**src/rtl/cacheline_adaptor_if.sv**
```systemverilog
// Line-request and burst-bus signals around cacheline_adaptor.
// slave = adaptor view; master = cache plus burst-memory environment.
interface cacheline_adaptor_if #(
    parameter int unsigned LINE_WIDTH  = 256,
    parameter int unsigned BURST_WIDTH = 64
);
    logic                   pmem_read;
    logic                   pmem_write;
    logic [31:0]            pmem_address;
    logic [LINE_WIDTH-1:0]  pmem_wdata;
    logic [LINE_WIDTH-1:0]  pmem_rdata;
    logic                   pmem_resp;
    logic [BURST_WIDTH-1:0] burst_i;
    logic [BURST_WIDTH-1:0] burst_o;
    logic [31:0]            address_o;
    logic                   read_o;
    logic                   write_o;
    logic                   resp_i;

    modport slave (
        input  pmem_read, pmem_write, pmem_address, pmem_wdata, burst_i, resp_i,
        output pmem_rdata, pmem_resp, burst_o, address_o, read_o, write_o
    );

    modport master (
        output pmem_read, pmem_write, pmem_address, pmem_wdata, burst_i, resp_i,
        input  pmem_rdata, pmem_resp, burst_o, address_o, read_o, write_o
    );
endinterface

```
**src/rtl/cacheline_adaptor.sv**
```systemverilog
// Converts one cache line read/write request into a BEATS-beat burst on the memory bus.
// Optional macro ADAPTOR_LINE_ALIGN_EN forces address_o to a line-aligned address.
module cacheline_adaptor #(
    parameter int unsigned LINE_WIDTH  = 256,
    parameter int unsigned BURST_WIDTH = 64
) (
    input logic               clk,
    input logic               rst,
    cacheline_adaptor_if.slave bus
);
    localparam int unsigned BEATS = LINE_WIDTH / BURST_WIDTH;
    localparam int unsigned CNT_W = (BEATS > 1) ? $clog2(BEATS) : 1;
    localparam int unsigned OFF_W = $clog2(LINE_WIDTH / 8);
    localparam logic [CNT_W-1:0] LAST_BEAT = CNT_W'(BEATS - 1);

    typedef enum logic [1:0] {
        IDLE,
        RD,
        WR,
        DONE
    } state_e;

    state_e                 state_q, state_d;
    logic [CNT_W-1:0]       cnt_q, cnt_d;
    logic [31:0]            addr_q, addr_d;
    logic [LINE_WIDTH-1:0]  wdata_q, wdata_d;
    logic [LINE_WIDTH-1:0]  rdata_q, rdata_d;
    logic [BURST_WIDTH-1:0] beat_out;

    always_comb begin
        state_d = state_q;
        cnt_d   = cnt_q;
        addr_d  = addr_q;
        wdata_d = wdata_q;
        rdata_d = rdata_q;
        unique case (state_q)
            IDLE: begin
                if (bus.pmem_write || bus.pmem_read) begin
`ifdef ADAPTOR_LINE_ALIGN_EN
                    addr_d = {bus.pmem_address[31:OFF_W], OFF_W'(0)};
`else
                    addr_d = bus.pmem_address;
`endif
                    cnt_d = '0;
                    if (bus.pmem_write) begin
                        wdata_d = bus.pmem_wdata;
                        state_d = WR;
                    end else begin
                        state_d = RD;
                    end
                end
            end
            RD: begin
                if (bus.resp_i) begin
                    for (int unsigned b = 0; b < BEATS; b++) begin
                        if (cnt_q == CNT_W'(b)) begin
                            rdata_d[b*BURST_WIDTH +: BURST_WIDTH] = bus.burst_i;
                        end
                    end
                    cnt_d = cnt_q + 1'b1;
                    if (cnt_q == LAST_BEAT) state_d = DONE;
                end
            end
            WR: begin
                if (bus.resp_i) begin
                    cnt_d = cnt_q + 1'b1;
                    if (cnt_q == LAST_BEAT) state_d = DONE;
                end
            end
            DONE:    state_d = IDLE;
            default: state_d = IDLE;
        endcase
    end

    always_ff @(posedge clk) begin
        if (rst) begin
            state_q <= IDLE;
            cnt_q   <= '0;
            addr_q  <= '0;
            wdata_q <= '0;
            rdata_q <= '0;
        end else begin
            state_q <= state_d;
            cnt_q   <= cnt_d;
            addr_q  <= addr_d;
            wdata_q <= wdata_d;
            rdata_q <= rdata_d;
        end
    end

    // Write beat is driven only in WR so burst_o reads 0 whenever the bus is idle.
    always_comb begin
        beat_out = '0;
        if (state_q == WR) begin
            for (int unsigned b = 0; b < BEATS; b++) begin
                if (cnt_q == CNT_W'(b)) beat_out = wdata_q[b*BURST_WIDTH +: BURST_WIDTH];
            end
        end
    end

    assign bus.read_o     = (state_q == RD);
    assign bus.write_o    = (state_q == WR);
    assign bus.pmem_resp  = (state_q == DONE);
    assign bus.burst_o    = beat_out;
    assign bus.address_o  = addr_q;
    assign bus.pmem_rdata = rdata_q;
endmodule

```
**src/flat_wrapper.sv**
```systemverilog
// flat-port wrapper written by rule: the top's interface ports become plain ports
module cacheline_adaptor_flat 
#(
    parameter int unsigned LINE_WIDTH  = 256,
    parameter int unsigned BURST_WIDTH = 64
)
  (clk, rst, bus_pmem_read, bus_pmem_write, bus_pmem_address, bus_pmem_wdata, bus_burst_i, bus_resp_i, bus_pmem_rdata, bus_pmem_resp, bus_burst_o, bus_address_o, bus_read_o, bus_write_o);
  cacheline_adaptor_if #(.LINE_WIDTH(LINE_WIDTH), .BURST_WIDTH(BURST_WIDTH)) bus_i ();
  input logic clk;
  input logic rst;
  input wire logic [$bits(bus_i.pmem_read)-1:0] bus_pmem_read;
  input wire logic [$bits(bus_i.pmem_write)-1:0] bus_pmem_write;
  input wire logic [$bits(bus_i.pmem_address)-1:0] bus_pmem_address;
  input wire logic [$bits(bus_i.pmem_wdata)-1:0] bus_pmem_wdata;
  input wire logic [$bits(bus_i.burst_i)-1:0] bus_burst_i;
  input wire logic [$bits(bus_i.resp_i)-1:0] bus_resp_i;
  output wire logic [$bits(bus_i.pmem_rdata)-1:0] bus_pmem_rdata;
  output wire logic [$bits(bus_i.pmem_resp)-1:0] bus_pmem_resp;
  output wire logic [$bits(bus_i.burst_o)-1:0] bus_burst_o;
  output wire logic [$bits(bus_i.address_o)-1:0] bus_address_o;
  output wire logic [$bits(bus_i.read_o)-1:0] bus_read_o;
  output wire logic [$bits(bus_i.write_o)-1:0] bus_write_o;
  assign bus_i.pmem_read = bus_pmem_read;
  assign bus_i.pmem_write = bus_pmem_write;
  assign bus_i.pmem_address = bus_pmem_address;
  assign bus_i.pmem_wdata = bus_pmem_wdata;
  assign bus_i.burst_i = bus_burst_i;
  assign bus_i.resp_i = bus_resp_i;
  assign bus_pmem_rdata = bus_i.pmem_rdata;
  assign bus_pmem_resp = bus_i.pmem_resp;
  assign bus_burst_o = bus_i.burst_o;
  assign bus_address_o = bus_i.address_o;
  assign bus_read_o = bus_i.read_o;
  assign bus_write_o = bus_i.write_o;
  cacheline_adaptor #(.LINE_WIDTH(LINE_WIDTH), .BURST_WIDTH(BURST_WIDTH)) u_core (.clk(clk), .rst(rst), .bus(bus_i));
endmodule
```
**config.mk**
```make
export PLATFORM = sky130hd
export DESIGN_NAME = cacheline_adaptor_flat
export DESIGN_NICKNAME = d
export VERILOG_FILES = /design/src/rtl/cacheline_adaptor_if.sv /design/src/rtl/cacheline_adaptor.sv /design/src/flat_wrapper.sv
export SDC_FILE = /design/constraint.sdc
export NUM_CORES = 1
export LEC_CHECK = 0
export CAP_MARGIN = 5
export CORE_ASPECT_RATIO = 0.6
export CORE_MARGIN = 2
export CORE_UTILIZATION = 30
export DETAILED_ROUTE_END_ITERATION = 7
export DONT_BUFFER_PORTS = 1
export GPL_ROUTABILITY_DRIVEN = 0
export PLACE_DENSITY = 0.48
export SYNTH_ARGS = -nofsm -noshare
export SYNTH_HDL_FRONTEND = slang
export SYNTH_SLANG_ARGS = --single-unit
```
**constraint.sdc**
```tcl
create_clock -name clk -period 1.49 [get_ports clk]
set_input_delay 0.2235 -clock clk [delete_from_list [all_inputs] [get_ports clk]]
set_output_delay 0.2235 -clock clk [all_outputs]
set_load 0.05 [all_outputs]
```
==> run_results.csv <==
group,metric,value,unit
route,routed-wl-met3,6.72,mm
logic_synthesis,synth_edf_count,0,
logic_synthesis,synth_common_cells,"nand2_1, dfxtp_1, a21oi_1",
sta,worst_pin_slew,0.892,ns
power_and_ir_drop,p_per_area,1570,mW/mm^2
worst_setup_path,critical_path_depth,9,
logic_synthesis,mappedNetlistArea,0.0214,mm^2
sta,fin_hold_ws,-0.300,ns
sta,layout_setup_ws,-1.12,ns
cts,cts.clk_slew.worst_paths,0.06,ns
grt,track_usage,23.2,%
route,wl_per_cell,21.4,um
floorplanning,num_rows,75,
worst_setup_path,rr_worst_depth,9,
placement,place_ws,-0.501,ns
sta,drv_slew,0,
finish,fillCellCount,6530,
sta,finClkSkew,0.0169,ns
floorplanning,start_util,30.4,%
sta,rsz0062_at_grt,"yes",
route,drc,0,
sta,fmax,0.383,GHz
placement,dpl_cell_area,0.0266,mm^2
grt,grt_start_max_net_pins,549,
sta,setup-violations-final,582,
route,first_pass_iters,5,
cts,clockBufferDepth,3,
floorplanning,dieArea,0.0734,mm^2
min_path,hold_path.class,"input port to register",
route,postRouteAntennaNets,0,
cts,numCtsBuffers,54,
worst_setup_path,cp_common_cell,"buf_12",
floorplanning,design.core.area,0.0702,mm^2
grt,overflow,0,
route,dr.first_iter.drc_count,1731,
worst_setup_path,slowest_stage,"dfxtp_4",
grt,antenna_found_initial,12,
cts,cts-root-buf,"clkbuf_16",
sta,slew_headroom,40.6,%
worst_setup_path,critical-path-top-delay-family,"buffers and inverters",
finish,fin_nets,3669,
logic_synthesis,synth_seq_area_share,51.4,%
worst_setup_path,path_cells,"inv_6, ha_4, nor2b_4, buf_12, buf_12, buf_16, a221oi_2, o31ai_4, buf_12",
run_status,run_status,"complete, but fails checks",
finish,stdcell_area,0.0337,mm^2
logic_synthesis,yosys-top-cells-area,"dfxtp_1, nand2_1, a21oi_1",
worst_setup_path,cp-end-kind,"output pin",
floorplanning,ios,712,
logic_synthesis,synth_cells,2708,
sta,hold_viol_final,141,
logic_synthesis,async_flop_share,0,%
cts,cts_num_sinks,548,
logic_synthesis,synth_cell_types,32,
power_and_ir_drop,ir_worst_vdd,0.917,mV
floorplanning,die_h,211,um
cts,clk_latency,0.62,ns
finish,drive_gt1_share,22.2,%
logic_synthesis,yosys_warnings,0,
logic_synthesis,ys_seq_elements,548,
logic_synthesis,synth_nets,3073,
route,num_vias,21629,
route,top_layer_used,"met4",
placement,port-buffer-count,0,
worst_setup_path,r2r_start,"u_core.cnt_q[1]$_SDFFE_PP0P_",
worst_setup_path,path_class,"register to output pin",
min_path,holdPathStages,1,
worst_setup_path,critPathMaxStageDelay,0.40,ns
logic_synthesis,yosysTopAreaCell,"dfxtp_1",
worst_setup_path,cp_num_buf_inv,5,
worst_setup_path,crit_path_max_fanout,6,
finish,fin_util,48.0,%
cts,cts_tree,"yes",
power_and_ir_drop,p_leak,12.3,nW
placement,dpl.hpwl,61.7,mm
logic_synthesis,syn_area_per_cell,7.89,um^2
logic_synthesis,synth_ff_type,"dfxtp_1",
run,cap_violations,0,
run_status,violations,"negative hold slack, negative setup slack",
sta,period_needed,2.61,ns
grt,grt_pass1_wl,132,mm
worst_setup_path,arrival,2.39,ns
min_path,hp-start,"rst",
route,vias_per_cell,5.05,
logic_synthesis,yosys.cell_count.top_type,"nand2_1",
worst_setup_path,worstSetupStartpointType,"register",
route,wl_met2,41.9,mm
floorplanning,fp.dieW,348,um
finish,area_growth,57.7,%
cts,h-tree-depth,2,
worst_setup_path,crit_start,"u_core.cnt_q[0]$_SDFFE_PP0P_",
sta,fin_crit_sh,175,%
route,wl,91.7,mm
route,met1_length,40.5,mm
worst_setup_path,crit_required,1.27,ns
logic_synthesis,yosys.area.top_type_share,51.4,%
grt,grt_pass1_vias,21021,
worst reg2reg max path, cell delays in order (launching register included):
cell and delay [ns]:
dfxtp_2 0.36, buf_6 0.12, ha_4 0.26, buf_6 0.19, buf_6 0.13, and3_4 0.23
buf_12 0.16, buf_8 0.20, nand2_1 0.09, a21oi_1 0.12
placed cells by master (no fill, tap or decap), drive strengths merged, types with 8 or more instances in the layout:
master,instances
o31ai,65
nand3,69
clkinv,11
dfxtp,548
dlygate4sd3,335
ha,8
diode,10
clkbuf,86
buf,421
a221oi,64
nand2,1091
nor2b,67
a21oi,545
cell families after synthesis:
kind of cell | share of synthesized area (%)
and+or+nand+nor | 23.2
AOI/OAI and AO/OA | 18.6
buffers and inverters | 6.38
adders and majority gates | 0.469
muxes | 0.0527
DFF | 51.4
cell type report:
class                   instances  area, um^2  area share, %
flip-flops and latches        548       11000           32.6
multi-input cells            1928       10800           32.2
repair buffers                767        8750           26.0
clock buffers                  79        1670           4.96
well taps                     924        1160           3.43
clock inverters                19         236          0.702
inverters                       5        26.3         0.0780
diodes                         10        25.0         0.0743
sequential cells by signal (all words and copies together), names as in the netlist:
| signal | flops |
|---|---|
| u_core.bus.pmem_rdata | 256 |
| u_core.wdata_q | 256 |
| u_core.state_q | 2 |
| u_core.bus.address_o | 32 |
| u_core.cnt_q | 2 |
report_power, final:
group | internal, W | switching (W)
clock network | 0.00861 | 0.00619
logic | 0.00839 | 0.0114
registers | 0.0163 | 0.00206
total | 0.0333 | 0.0197
per-layer routing:
layer | up-vias | global-route usage (%)
met5 | - | 0
met4 | 0 | 7.21
met3 | 164 | 5.06
met2 | 839 | 36.6
met1 | 10408 | 31.8
li1 | 10218 | -
repair_timing:
| action | CTS | global route |
|---|---|---|
| setup endpoints to repair | 643 | 720 |
| setup buffers | 8 | 9 |
| hold endpoints to repair | 547 | 545 |
| hold buffers | 333 | 2 |
| pin swaps | 22 | 24 |
| gates resized for setup | 90 | 88 |
| cloned | 16 | 9 |
final timing paths:
kind                                             endpoint  slack [ns]
hold reg to reg   u_core.bus.pmem_rdata[220]$_SDFFE_PP0P_        0.46
setup reg to reg  u_core.bus.pmem_rdata[148]$_SDFFE_PP0P_       -0.45
setup / recovery                          bus_burst_o[20]       -1.12
hold / removal       u_core.bus.address_o[0]$_SDFFE_PP0P_       -0.30
metrics by stage:
stage               hold slack, ns  setup TNS (ns)  total power, W  cells
floorplan                    0.359          -22.55          0.0287   2708
global placement             0.338          -72.65          0.0333   3798
detailed placement           0.331          -84.55          0.0336   3798
CTS                         -0.338         -155.07          0.0514   4253
global route                -0.341         -196.99          0.0551   4279
finish                      -0.300         -144.59          0.0529   4280
Note: power is estimated with default switching activity, not from simulation.
